`src/rtl/clk_period_meter.sv`:
```
// clk_period_meter
//   Receive-side checker for one divided clock (pixel, 7-segment or render
//   clock). tick_in is synchronised into the clk domain, its rising edges are
//   detected, and the number of clk cycles between consecutive rising edges
//   is delivered as a measurement over a valid/ready port. The block also
//   tracks the smallest and largest period seen, flags an input that has
//   stopped toggling, and flags measurements that were overwritten unread.
//
// Ports
//   clk           in   1      master clock
//   clr_n         in   1      asynchronous reset, active-low
//   tick_in       in   1      divided clock under test, asynchronous to clk
//   en            in   1      measurement enable
//   stat_clr      in   1      synchronous clear of min/max/overrun
//   period        out  CNT_W  last measured period, in clk cycles
//   period_valid  out  1      period holds an unread measurement
//   period_ready  in   1      consumer accepts period this cycle
//   min_period    out  CNT_W  smallest period since reset/stat_clr
//   max_period    out  CNT_W  largest period since reset/stat_clr
//   stuck         out  1      no rising edge for TIMEOUT cycles
//   overrun       out  1      sticky: a measurement overwrote an unread one

module clk_period_meter #(
    parameter int CNT_W   = 32,
    parameter int TIMEOUT = 1048576
) (
    input  logic             clk,
    input  logic             clr_n,
    input  logic             tick_in,
    input  logic             en,
    input  logic             stat_clr,
    output logic [CNT_W-1:0] period,
    output logic             period_valid,
    input  logic             period_ready,
    output logic [CNT_W-1:0] min_period,
    output logic [CNT_W-1:0] max_period,
    output logic             stuck,
    output logic             overrun
);

    typedef enum logic [1:0] {
        IDLE    = 2'd0,
        ARM     = 2'd1,
        MEASURE = 2'd2
    } state_t;

    localparam logic [CNT_W-1:0] TIMEOUT_V = CNT_W'(TIMEOUT);

    logic             sync1;
    logic             sync2;
    logic             prev;
    logic             rise;
    state_t           state;
    state_t           state_nxt;
    logic [CNT_W-1:0] cnt;
    logic [CNT_W-1:0] cnt_nxt;
    logic             capture;
    logic             stuck_set;
    logic             stuck_clr;

    // Two flops bring tick_in into the clk domain; the third holds the
    // previous synchronised level so a rising edge lasts exactly one cycle.
    always_ff @(posedge clk or negedge clr_n) begin
        if (!clr_n) begin
            sync1 <= 1'b0;
            sync2 <= 1'b0;
            prev  <= 1'b0;
        end else begin
            sync1 <= tick_in;
            sync2 <= sync1;
            prev  <= sync2;
        end
    end

    assign rise = sync2 & ~prev;

    // State and period counter registers.
    always_ff @(posedge clk or negedge clr_n) begin
        if (!clr_n) begin
            state <= IDLE;
            cnt   <= '0;
        end else begin
            state <= state_nxt;
            cnt   <= cnt_nxt;
        end
    end

    // The first rise after arming only starts the count, since the time
    // before it is unknown. In MEASURE the counter restarts at 1 on each
    // rise, so at the next rise it holds the full rise-to-rise distance.
    always_comb begin
        state_nxt = state;
        cnt_nxt   = cnt;
        capture   = 1'b0;
        stuck_set = 1'b0;
        stuck_clr = 1'b0;
        if (!en) begin
            state_nxt = IDLE;
            cnt_nxt   = '0;
        end else begin
            case (state)
                IDLE: begin
                    state_nxt = ARM;
                    cnt_nxt   = '0;
                end
                ARM: begin
                    if (rise) begin
                        state_nxt = MEASURE;
                        cnt_nxt   = CNT_W'(1);
                        stuck_clr = 1'b1;
                    end
                end
                MEASURE: begin
                    if (rise) begin
                        capture   = 1'b1;
                        cnt_nxt   = CNT_W'(1);
                        stuck_clr = 1'b1;
                    end else if (cnt == TIMEOUT_V) begin
                        stuck_set = 1'b1;
                        cnt_nxt   = '0;
                        state_nxt = ARM;
                    end else begin
                        cnt_nxt = cnt + CNT_W'(1);
                    end
                end
                default: begin
                    state_nxt = IDLE;
                    cnt_nxt   = '0;
                end
            endcase
        end
    end

    // Result delivery and statistics. A capture always loads period and
    // keeps valid high; overrun only records that an unread value was lost.
    // stat_clr takes priority over the statistics of a same-cycle capture
    // but not over the delivery of that capture.
    always_ff @(posedge clk or negedge clr_n) begin
        if (!clr_n) begin
            period       <= '0;
            period_valid <= 1'b0;
            min_period   <= '1;
            max_period   <= '0;
            stuck        <= 1'b0;
            overrun      <= 1'b0;
        end else begin
            if (!en) begin
                period_valid <= 1'b0;
            end else if (capture) begin
                period       <= cnt;
                period_valid <= 1'b1;
            end else if (period_valid && period_ready) begin
                period_valid <= 1'b0;
            end

            if (stuck_set) begin
                stuck <= 1'b1;
            end else if (stuck_clr) begin
                stuck <= 1'b0;
            end

            if (stat_clr) begin
                min_period <= '1;
                max_period <= '0;
                overrun    <= 1'b0;
            end else if (capture) begin
                if (cnt < min_period) begin
                    min_period <= cnt;
                end
                if (cnt > max_period) begin
                    max_period <= cnt;
                end
                if (period_valid && !period_ready) begin
                    overrun <= 1'b1;
                end
            end
        end
    end

endmodule

```
`config.mk`:
```
export PLATFORM = sky130hd
export DESIGN_NAME = clk_period_meter
export DESIGN_NICKNAME = d
export VERILOG_FILES = /design/src/rtl/clk_period_meter.sv
export SDC_FILE = /design/constraint.sdc
export NUM_CORES = 1
export LEC_CHECK = 0
export CORE_MARGIN = 1
export CORE_UTILIZATION = 56
export CTS_BUF_LIST = sky130_fd_sc_hd__clkbuf_16
export CTS_CLUSTER_DIAMETER = 200
export DETAILED_ROUTE_END_ITERATION = 16
export PLACE_DENSITY = 0.81
export SYNTH_ARGS = -nofsm -noshare
export SYNTH_HDL_FRONTEND = slang
export SYNTH_SLANG_ARGS = --single-unit
```
`constraint.sdc`:
```
create_clock -name clk -period 2.59 [get_ports clk]
set_input_delay 0.3885 -clock clk [delete_from_list [all_inputs] [get_ports clk]]
set_output_delay 0.3885 -clock clk [all_outputs]
set_load 0.1 [all_outputs]
```
==> results.sh <==
export IMPL_p_leak_nw=4.85
export IMPL_numCtsBuffers=17
export IMPL_worst_r2r_cell_count=11
export IMPL_vias_per_cell=6.19
export IMPL_synthDistinctLibCells=57
export IMPL_via_count=7356
export IMPL_yosysWarnings=0
export IMPL_wl_per_cell_microns=20.3
export IMPL_area_growth_pct=33.2
export IMPL_grt_ovfl_total=0
export IMPL_synth_area_sq_um=8010
export IMPL_die_w_microns=122
export IMPL_drt_pass1_iter_count=6
export IMPL_setup_viol=14
export IMPL_synthCells=843
export IMPL_fin_setup_tns_ns=-0.382
export IMPL_ys_seq_elements=136
export IMPL_cts_max_level=4
export IMPL_antenna_found_initial=0
export IMPL_io_buffer_count=104
export IMPL_routed_wl_microns=24200
export IMPL_cts_root_buf="clkbuf_16"
export IMPL_maxSlewViolCount=0
export IMPL_synth_top_cell_by_area="dfrtp_1"
export IMPL_grt_pass1_vias=6652
export IMPL_synth_nets=918
export IMPL_clock_sinks=136
export IMPL_hold_path_depth=0
export IMPL_gp_congestion=0.847
export IMPL_cp_start_kind="flop"
export IMPL_nets=1070
export IMPL_fin_util_pct=76.5
export IMPL_min_period_ns=2.65
export IMPL_p_total_w=0.00476
export IMPL_core_area_sq_um=13900
export IMPL_status="finished with violations"
export IMPL_fin_ws_ns=-0.0592
export IMPL_worstPathRequired_ns=2.97
export IMPL_grt_max_degree=97
export IMPL_syn_area_per_cell_sq_um=9.50
export IMPL_ios=105
export IMPL_final_period_utilization_pct=102
export IMPL_track_usage_pct=30.2
export IMPL_slowest_delay_ns=0.62
export IMPL_crit_top_cell="buf_12"
export IMPL_dieHeight_microns=122
export IMPL_end_kind="flop"
export IMPL_drc=0
export IMPL_slew_headroom_pct=49.7
export IMPL_nFillCells=881
export IMPL_dieArea_sq_um=14800
export IMPL_crit_path_max_fanout=8
export IMPL_drtIter0Drc=741
export IMPL_final_cell_mix="buf_4 (160), nand2_1 (109), dfrtp_1 (88), inv_1 (58), ha_1 (50)"
export IMPL_synthFlopType="dfrtp_1"
export IMPL_violations="negative setup slack"
export IMPL_antenna_cells=0
export IMPL_synth_yosys_seq_area_share_pct=43.0
export IMPL_cts_max_path_buffers=2
export IMPL_dp_hpwl_microns=13600
export IMPL_rsz0062_at_grt="yes"
export IMPL_synth_edf_count=0
export IMPL_worst_pin_slew_ns=0.752
export IMPL_synth_area_leaders="dfrtp_1 (33%), ha_1 (11%), dfstp_2 (11%)"
export IMPL_fmax_mhz=377
export IMPL_crit_chain="inv_1, ha_4, and4_1, nand2_2, or4_4, a31oi_4, buf_12, buf_12, buf_12, o21ai_0, nand3_1"
export IMPL_clk_pin_slew_ns=0.06
export IMPL_worstPathArrival_ns=3.03
export IMPL_clkLatencyLatePin_ns=0.44
export IMPL_fin_skew_ns=0.00796
export IMPL_peakVddDrop_uv=410
export IMPL_grt_pass1_wl_microns=33900
export IMPL_max_cap_viol_count=0
export IMPL_powerDensity_nw_per_um2=446
export IMPL_final_common_cell="buf_4"
export IMPL_critPathKind="flop to flop"
export IMPL_netlist_area_leader_share_pct=32.5
export IMPL_antenna_left=0
export IMPL_synthArstFlopShare_pct=100
export IMPL_rows=43
export IMPL_pre_cts_slack_ns=-0.0839
export IMPL_initial_utilization_pct=57.5
export IMPL_hold_path_class="flop to flop"
export IMPL_cts_tree="done"
export IMPL_hold_viol=0
export IMPL_layout_drive_gt1_share_pct=34.4
export IMPL_cp_slowest_cell="dfstp_4"
Yosys cell counts (3+ instances only):
library cell	number
a21o_1	11
a21oi_1	30
a31oi_1	27
a41oi_1	3
and2_1	3
and3_1	11
and4_1	6
buf_2	10
buf_4	7
buf_6	3
clkbuf_1	31
dfrtp_1	104
dfstp_2	32
ha_1	69
inv_1	70
mux2_2	29
mux2i_1	33
nand2_1	111
nand3_1	51
nand4_1	20
nor2_1	23
nor2b_1	3
nor3_1	8
nor4_1	9
o211ai_1	3
o21ai_0	45
o21ai_1	23
or3_1	4
or3b_1	29
per-layer routing:
metal  up-vias  routed length [microns]  GRT usage, %  share of wire, %
met3        82                     2030          5.43               8.4
li1       3306                        -             -                 -
met2       383                    11800          48.9                49
met4         0                      940          12.0               3.9
met1      3585                     9430          40.1                39
met5         -                        0             0                 0
sequential cells by signal, summed over array words and instances, names as in the netlist:
signal,flops
prev,1
sync2,1
stuck,1
state,2
period,32
period_valid,1
min_period,32
sync1,1
overrun,1
cnt,32
max_period,32
cell families after synthesis:
group,Yosys count,share of synthesized area [%]
AND/OR/NAND/NOR,291,19.0
AO/OA/AOI/OAI,162,12.4
flip-flops,136,43.0
buffers and inverters,123,6.53
adder cells (fa/ha/maj),69,10.8
multiplexers,62,8.20
worst paths after layout:
check	start	to	slack (ns)
worst max-delay path	min_period[9]	min_period[9]	-0.06
worst min-delay path	sync1	sync2	0.38
worst max register to register	min_period[9]	min_period[9]	-0.06
worst min register to register	sync1	sync2	0.38
max in group asynchronous	clr_n	min_period[31]	1.38
min in group asynchronous	clr_n	period[20]	0.43
final cells by class:
class | count | area, sq um | area share (%)
inverters | 71 | 269 | 2.52
multi-input cells | 584 | 4420 | 41.5
well taps | 180 | 225 | 2.11
repair buffers | 185 | 1650 | 15.5
clock buffers | 17 | 425 | 3.99
flip-flops and latches | 136 | 3550 | 33.3
clock inverters | 15 | 120 | 1.13
worst max-delay path, delay by kind of cell (launching register included):
family	cells	cell delay [ns]
AO/OA/AOI/OAI	2	0.35
AND/OR/NAND/NOR	4	0.85
buffers and inverters	4	0.49
adder cells (fa/ha/maj)	1	0.27
flip-flops	1	0.62
power by group:
| group | total [W] | internal (W) | switching, W |
|---|---|---|---|
| sequential | 0.00216 | 0.00215 | 0.0000117 |
| combinational | 0.000297 | 0.0000850 | 0.000212 |
| clock | 0.00230 | 0.00138 | 0.000923 |
| total | 0.00476 | 0.00361 | 0.00115 |
what timing repair did:
item / 4_1_cts / 5_1_grt
gates cloned: 3 / 7
endpoints found under the setup margin: 32 / 62
hold buffers: 1 / 0
gates resized for setup: 13 / 35
endpoints found under the hold margin: 27 / 0
setup buffers: 4 / 7
pin swaps: 8 / 20
metrics by stage:
| stage | cell area [sq um] | hold slack, ns | instances |
|---|---|---|---|
| 2_1_floorplan | 8180 | 0.0929 | 843 |
| 3_3_place_gp | 9490 | 0.325 | 1135 |
| 3_5_place_dp | 9490 | 0.329 | 1135 |
| 4_1_cts | 10200 | 0.368 | 1175 |
| 5_1_grt | 10700 | 0.374 | 1188 |
| 6_report | 10700 | 0.377 | 1188 |
Power figures use the tool's default switching activity.
